## src/rtl/control_fsm_if.sv

```systemverilog
// Signal bundle between the multi-cycle control FSM and the CPU datapath/memory port.
// The FSM takes the master modport; the datapath/memory side takes the slave modport.
interface control_fsm_if #(
   parameter int OPCODE_W = 5,
   parameter int ALU_OP_W = 3,
   parameter int CNT_W    = 16
);
   logic [OPCODE_W-1:0] opcode;
   logic                zero_flag;
   logic                mem_ready;
   logic                ir_load;
   logic                pc_inc;
   logic                pc_load;
   logic                mem_req;
   logic                mem_we;
   logic                reg_write;
   logic [ALU_OP_W-1:0] alu_op;
   logic                retire;
   logic [CNT_W-1:0]    instret;
   logic                halted;
   logic                illegal;
   logic [2:0]          state;

   modport master (
      input  opcode, zero_flag, mem_ready,
      output ir_load, pc_inc, pc_load, mem_req, mem_we, reg_write,
             alu_op, retire, instret, halted, illegal, state
   );

   modport slave (
      output opcode, zero_flag, mem_ready,
      input  ir_load, pc_inc, pc_load, mem_req, mem_we, reg_write,
             alu_op, retire, instret, halted, illegal, state
   );
endinterface

```

## src/rtl/control_fsm.sv

```systemverilog
// Multi-cycle FETCH/DECODE/EXECUTE/MEMORY/WRITEBACK sequencer for the 19-bit CPU,
// with memory-ready handshake, branches, HALT, illegal-opcode trap and retire counter.
module control_fsm #(
   parameter int OPCODE_W = 5,
   parameter int ALU_OP_W = 3,
   parameter int CNT_W    = 16
) (
   input  logic          clk,
   input  logic          rst_n,
   control_fsm_if.master bus
);

   typedef enum logic [2:0] {
      S_IDLE      = 3'd0,
      S_FETCH     = 3'd1,
      S_DECODE    = 3'd2,
      S_EXECUTE   = 3'd3,
      S_MEMORY    = 3'd4,
      S_WRITEBACK = 3'd5,
      S_HALT      = 3'd6
   } state_t;

   localparam logic [4:0] OP_LOAD  = 5'b01000;
   localparam logic [4:0] OP_STORE = 5'b01001;
   localparam logic [4:0] OP_JMP   = 5'b01010;
   localparam logic [4:0] OP_BEQ   = 5'b01011;
   localparam logic [4:0] OP_BNE   = 5'b01100;
   localparam logic [4:0] OP_NOP   = 5'b01101;
   localparam logic [4:0] OP_HALT  = 5'b01110;

   state_t           state_q, state_d;
   logic [4:0]       op_q, op_d;
   logic             illegal_q, illegal_d;
   logic [CNT_W-1:0] instret_q;

   logic       ir_load, pc_inc, pc_load, mem_req, mem_we, reg_write, retire, halted;
   logic [2:0] alu3;
   logic       is_alu_q;

   // Legal only when every bit above the 5-bit field is zero and the code is in the map.
   function automatic logic legal_op(input logic [OPCODE_W-1:0] opc);
      return ((opc >> 5) == '0) && (opc[4:0] <= OP_HALT);
   endfunction

   assign is_alu_q = (op_q[4:3] == 2'b00);

   always_ff @(posedge clk or negedge rst_n) begin
      if (!rst_n) begin
         state_q   <= S_IDLE;
         op_q      <= '0;
         illegal_q <= 1'b0;
         instret_q <= '0;
      end else begin
         state_q   <= state_d;
         op_q      <= op_d;
         illegal_q <= illegal_d;
         if (retire) instret_q <= instret_q + CNT_W'(1);
      end
   end

   always_comb begin
      state_d   = state_q;
      op_d      = op_q;
      illegal_d = illegal_q;
      ir_load   = 1'b0;
      pc_inc    = 1'b0;
      pc_load   = 1'b0;
      mem_req   = 1'b0;
      mem_we    = 1'b0;
      reg_write = 1'b0;
      retire    = 1'b0;
      halted    = 1'b0;
      alu3      = 3'b000;

      case (state_q)
         S_IDLE: state_d = S_FETCH;

         S_FETCH: begin
            mem_req = 1'b1;
            if (bus.mem_ready) begin
               ir_load = 1'b1;
               pc_inc  = 1'b1;
               state_d = S_DECODE;
            end
         end

         S_DECODE: begin
            op_d = bus.opcode[4:0];
            if (!legal_op(bus.opcode)) begin
               illegal_d = 1'b1;
               retire    = 1'b1;
               state_d   = S_FETCH;
            end else if (bus.opcode[4:0] == OP_HALT) begin
               retire  = 1'b1;
               state_d = S_HALT;
            end else begin
               state_d = S_EXECUTE;
            end
         end

         S_EXECUTE: begin
            if (is_alu_q) begin
               alu3    = op_q[2:0];
               state_d = S_WRITEBACK;
            end else begin
               state_d = S_FETCH;
               case (op_q)
                  OP_LOAD, OP_STORE: state_d = S_MEMORY;
                  OP_JMP: begin
                     pc_load = 1'b1;
                     retire  = 1'b1;
                  end
                  OP_BEQ: begin
                     alu3    = 3'b001;
                     pc_load = bus.zero_flag;
                     retire  = 1'b1;
                  end
                  OP_BNE: begin
                     alu3    = 3'b001;
                     pc_load = ~bus.zero_flag;
                     retire  = 1'b1;
                  end
                  OP_NOP:  retire = 1'b1;
                  default: retire = 1'b0;
               endcase
            end
         end

         // Request and write qualifier are held for the whole wait.
         S_MEMORY: begin
            mem_req = 1'b1;
            mem_we  = (op_q == OP_STORE);
            if (bus.mem_ready) begin
               if (op_q == OP_STORE) begin
                  retire  = 1'b1;
                  state_d = S_FETCH;
               end else begin
                  state_d = S_WRITEBACK;
               end
            end
         end

         S_WRITEBACK: begin
            reg_write = 1'b1;
            retire    = 1'b1;
            if (is_alu_q) alu3 = op_q[2:0];
            state_d   = S_FETCH;
         end

         S_HALT: halted = 1'b1;

         default: state_d = S_IDLE;
      endcase
   end

   assign bus.ir_load   = ir_load;
   assign bus.pc_inc    = pc_inc;
   assign bus.pc_load   = pc_load;
   assign bus.mem_req   = mem_req;
   assign bus.mem_we    = mem_we;
   assign bus.reg_write = reg_write;
   assign bus.alu_op    = ALU_OP_W'(alu3);
   assign bus.retire    = retire;
   assign bus.instret   = instret_q;
   assign bus.halted    = halted;
   assign bus.illegal   = illegal_q;
   assign bus.state     = state_q;

endmodule

```

## src/flat_wrapper.sv

```systemverilog
// flat-port wrapper written by rule: the top's interface ports become plain ports
module control_fsm_flat 
#(
   parameter int OPCODE_W = 5,
   parameter int ALU_OP_W = 3,
   parameter int CNT_W    = 16
)
  (clk, rst_n, bus_opcode, bus_zero_flag, bus_mem_ready, bus_ir_load, bus_pc_inc, bus_pc_load, bus_mem_req, bus_mem_we, bus_reg_write, bus_alu_op, bus_retire, bus_instret, bus_halted, bus_illegal, bus_state);
  control_fsm_if #(.OPCODE_W(OPCODE_W), .ALU_OP_W(ALU_OP_W), .CNT_W(CNT_W)) bus_i ();
  input  logic clk;
  input  logic rst_n;
  input wire logic [$bits(bus_i.opcode)-1:0] bus_opcode;
  input wire logic [$bits(bus_i.zero_flag)-1:0] bus_zero_flag;
  input wire logic [$bits(bus_i.mem_ready)-1:0] bus_mem_ready;
  output wire logic [$bits(bus_i.ir_load)-1:0] bus_ir_load;
  output wire logic [$bits(bus_i.pc_inc)-1:0] bus_pc_inc;
  output wire logic [$bits(bus_i.pc_load)-1:0] bus_pc_load;
  output wire logic [$bits(bus_i.mem_req)-1:0] bus_mem_req;
  output wire logic [$bits(bus_i.mem_we)-1:0] bus_mem_we;
  output wire logic [$bits(bus_i.reg_write)-1:0] bus_reg_write;
  output wire logic [$bits(bus_i.alu_op)-1:0] bus_alu_op;
  output wire logic [$bits(bus_i.retire)-1:0] bus_retire;
  output wire logic [$bits(bus_i.instret)-1:0] bus_instret;
  output wire logic [$bits(bus_i.halted)-1:0] bus_halted;
  output wire logic [$bits(bus_i.illegal)-1:0] bus_illegal;
  output wire logic [$bits(bus_i.state)-1:0] bus_state;
  assign bus_i.opcode = bus_opcode;
  assign bus_i.zero_flag = bus_zero_flag;
  assign bus_i.mem_ready = bus_mem_ready;
  assign bus_ir_load = bus_i.ir_load;
  assign bus_pc_inc = bus_i.pc_inc;
  assign bus_pc_load = bus_i.pc_load;
  assign bus_mem_req = bus_i.mem_req;
  assign bus_mem_we = bus_i.mem_we;
  assign bus_reg_write = bus_i.reg_write;
  assign bus_alu_op = bus_i.alu_op;
  assign bus_retire = bus_i.retire;
  assign bus_instret = bus_i.instret;
  assign bus_halted = bus_i.halted;
  assign bus_illegal = bus_i.illegal;
  assign bus_state = bus_i.state;
  control_fsm #(.OPCODE_W(OPCODE_W), .ALU_OP_W(ALU_OP_W), .CNT_W(CNT_W)) u_core (.clk(clk), .rst_n(rst_n), .bus(bus_i));
endmodule
```

## config.mk

```make
export PLATFORM = sky130hd
export DESIGN_NAME = control_fsm_flat
export DESIGN_NICKNAME = d
export VERILOG_FILES = /design/src/rtl/control_fsm_if.sv /design/src/rtl/control_fsm.sv /design/src/flat_wrapper.sv
export SDC_FILE = /design/constraint.sdc
export NUM_CORES = 1
export LEC_CHECK = 0
export BUFFER_PORTS_ARGS = -buffer_cell sky130_fd_sc_hd__buf_4
export CAP_MARGIN = 25
export CELL_PAD_IN_SITES_DETAIL_PLACEMENT = 1
export CELL_PAD_IN_SITES_GLOBAL_PLACEMENT = 1
export CORE_MARGIN = 2
export CORE_UTILIZATION = 39
export DETAILED_ROUTE_END_ITERATION = 16
export PLACE_DENSITY = 0.79
export SYNTH_ARGS = -nofsm -noshare
export SYNTH_HDL_FRONTEND = slang
export SYNTH_SLANG_ARGS = --single-unit
```

## constraint.sdc

```tcl
create_clock -name clk -period 2.2 [get_ports clk]
set_input_delay 0.22 -clock clk [delete_from_list [all_inputs] [get_ports clk]]
set_output_delay 0.22 -clock clk [all_outputs]
set_load 0.1 [all_outputs]
```

==> flow_summary.ini <==
[status]
outcome = complete, no violations

[yosys]
synth_edf_count = 0
syn_area_um2 = 1480
yosys_warnings = 0
synth_nets = 157
postSynthAreaPerCell_um2 = 10.1
ys_ff_latch = 25
ys_types = 37
synthFlopType = dfrtp_1
ys_seq_area_share_pct = 42.4
syn_inst = 146
async_flop_share_pct = 100

[die]
die_area_um2 = 4290
die_h_um = 65.5
num_rows = 22
core_region_area_um2 = 3660
ios = 40
start_util_pct = 40.3
die_w_um = 65.5

[global_routing]
globalRouteTotalUtil_pct = 18.4
grt-ovfl-total = 0
grt_max_degree = 26
grt_pass1_vias = 1311
antenna_found_initial = 0
grt_first_pass_wirelength_um = 6180

[critical_path]
crit_chain = nor4b_4 -> nand4_2 -> a31oi_4 -> buf_6
worstReg2RegStart = u_core.op_q[1]$_DFFE_PN0P_
crit_required_ns = 1.98
cp-start-kind = flip-flop
ff2ff_path_depth = 7
crit_path_end_kind = output port
r2r-end = u_core.bus.instret[3]$_DFFE_PN0P_
slowest_delay_ns = 0.46
crit_slowest_cell = dfrtp_1
cp_top_family = simple AND/OR/NAND/NOR gates
path_buf_inv = 1
worst-path-stages = 4
cp.arrival_ns = 1.88
r2r_slack_ns = 0.20
cp_max_fo = 6
critPathKind = reg2out

[pwr]
cellPowerDensity_nw_per_um2 = 1270
power.static_leakage_nw = 0.913
peakVddDrop_v = 0.000648
power_w = 0.00251

[route]
ant_nets = 0
routed_wl_um = 3750
wl_met3_um = 155
drt_iter0_drc = 55
vias = 1262
top_layer_used = met4
dr_wl_met2_um = 1950
wl_per_cell_um = 15.4
wirelength_met1_um = 1620
drc = 0
vias_per_cell = 5.19
first_pass_iters = 4

[cells_and_area]
fillers = 411
fin_nets = 207
layout-drive-gt1-share_pct = 37.9
multi_input_area_um2 = 835
n_antenna_cell = 0
regArea_um2 = 632
layoutNonFillerInstCount = 243
syn2layout_area_growth_pct = 33.9

[timing]
slew_violations = 0
tightest_slew_ns = 0.329
hold_viol_final = 0
period_share_pct = 95.6
relSlewSlack_pct = 78.0
holdWs_ns = 0.185
fmax_mhz = 475
clock_skew_ns = 0.00303
fin_ws_ns = 0.0959
setup_viol = 0
fin_crit_ns = 2.10

[clock_tree]
numCtsBuffers = 3
cts-root-buf = clkbuf_8
h-tree-depth = 1
cts_tree = yes
worstSkewPairLatency_ns = 0.26
cts.path.max_buffers = 2
cts.sink_count = 25
clkTransAtPathRegs_ns = 0.08

[min_path]
hold_depth = 3
hold_path_end = u_core.op_q[1]$_DFFE_PN0P_
worstHoldStart = bus_opcode[1]
min_path_type = in2reg

[job]
drv_cap = 0

[placed_design]
gp_congestion = 0.840
dp_cells = 231
pre_cts_slack_ns = 0.315
io_buffers = 39
dp_hpwl_um = 2860
==> cell usage in the layout, fill, tap and decap left out, types with 3 or more instances in the layout <==
master / n
nand3_1: 10
o21ai_0: 5
inv_1: 4
nand2_1: 10
dfrtp_1: 22
and2_2: 3
buf_4: 47
a21oi_1: 4
xnor2_1: 15
and2_1: 4
and3_1: 6
nand2b_1: 3
nor2_1: 7
nor2b_1: 6
mux2_2: 5
nand4_1: 6
clkbuf_8: 3
==> where the power goes <==
part	leakage, nW	switching [W]	internal (W)	total (W)
registers	0.321	0.000209	0.000571	0.000780
clock network	0.0228	0.000136	0.000129	0.000265
logic	0.569	0.00103	0.000437	0.00147
total	0.913	0.00138	0.00114	0.00251
==> stage by stage <==
step	TNS (ns)	cell area [µm²]	util [%]
final	0	1980	54.0
after global routing	-0.0200	1980	54.0
after CTS	0	1910	52.2
after detailed placement	0	1860	50.7
after global placement	0	1860	50.7
after floorplan	-5.49	1520	-
==> worst reg2reg max path: stages (launching register included) <==
cell     delay [ns]
dfrtp_1        0.46
nor4b_4        0.40
nand4_2        0.20
a31oi_4        0.30
buf_4          0.16
buf_4          0.12
nand4_1        0.11
xnor2_1        0.15
==> cells by family after synthesis <==
logic type | count (synthesis) | synth area share, %
AND/OR/NAND/NOR | 67 | 27.8
flip-flops | 25 | 42.4
AO/OA/AOI/OAI | 21 | 10.7
XOR/XNOR | 17 | 10.1
buffers and inverters | 9 | 3.48
multiplexers | 5 | 3.82
adder cells (fa/ha/maj) | 2 | 1.70
==> cell usage after synthesis (4+ instances only) <==
library cell,number,area (µm²)
a21oi_1,4,20.0
and2_1,7,43.8
and3_1,6,37.5
dfrtp_1,25,626
inv_1,4,15.0
mux2_2,5,56.3
nand2_1,10,37.5
nand3_1,10,50.1
nand4_1,6,37.5
nor2_1,8,30.0
nor2b_1,6,37.5
o21ai_0,6,30.0
xnor2_1,15,131
==> cell type report <==
| cell class | instances | share of cell area, % |
|---|---|---|
| clock buffers | 4 | 2.28 |
| inverters | 4 | 0.760 |
| multi-input cells | 112 | 42.2 |
| flip-flops and latches | 25 | 32.0 |
| well taps | 48 | 3.04 |
| repair buffers | 50 | 19.7 |
==> worst max path at each step <==
stage / from / end
after floorplan: u_core.bus.state[1]$_DFFE_PN0P_ / u_core.bus.instret[3]$_DFFE_PN0P_
after global placement: u_core.op_q[1]$_DFFE_PN0P_ / bus_retire
after detailed placement: u_core.op_q[4]$_DFFE_PN0P_ / u_core.bus.instret[3]$_DFFE_PN0P_
after CTS: u_core.op_q[4]$_DFFE_PN0P_ / bus_retire
after global routing: u_core.op_q[1]$_DFFE_PN0P_ / bus_retire
final: u_core.op_q[1]$_DFFE_PN0P_ / bus_retire
==> repair_timing <==
action,4_1_cts,5_1_grt
gates resized for setup,0,3
endpoints found under the hold margin,25,0
hold buffers,1,0
setup buffers,0,7
endpoints found under the setup margin,0,2
==> registers in the layout (all words and copies together) (netlist names) <==
register,cells
u_core.bus.instret,16
u_core.op_q,5
u_core.bus.state,3
u_core.bus.illegal,1
==> per-layer routing <==
layer	vias up	GRT usage, %
li1	611	-
met1	616	23.1
met2	31	32.8
met3	4	3.25
met4	0	4.17
met5	-	0
No activity file was read; power rests on OpenSTA's default activity.
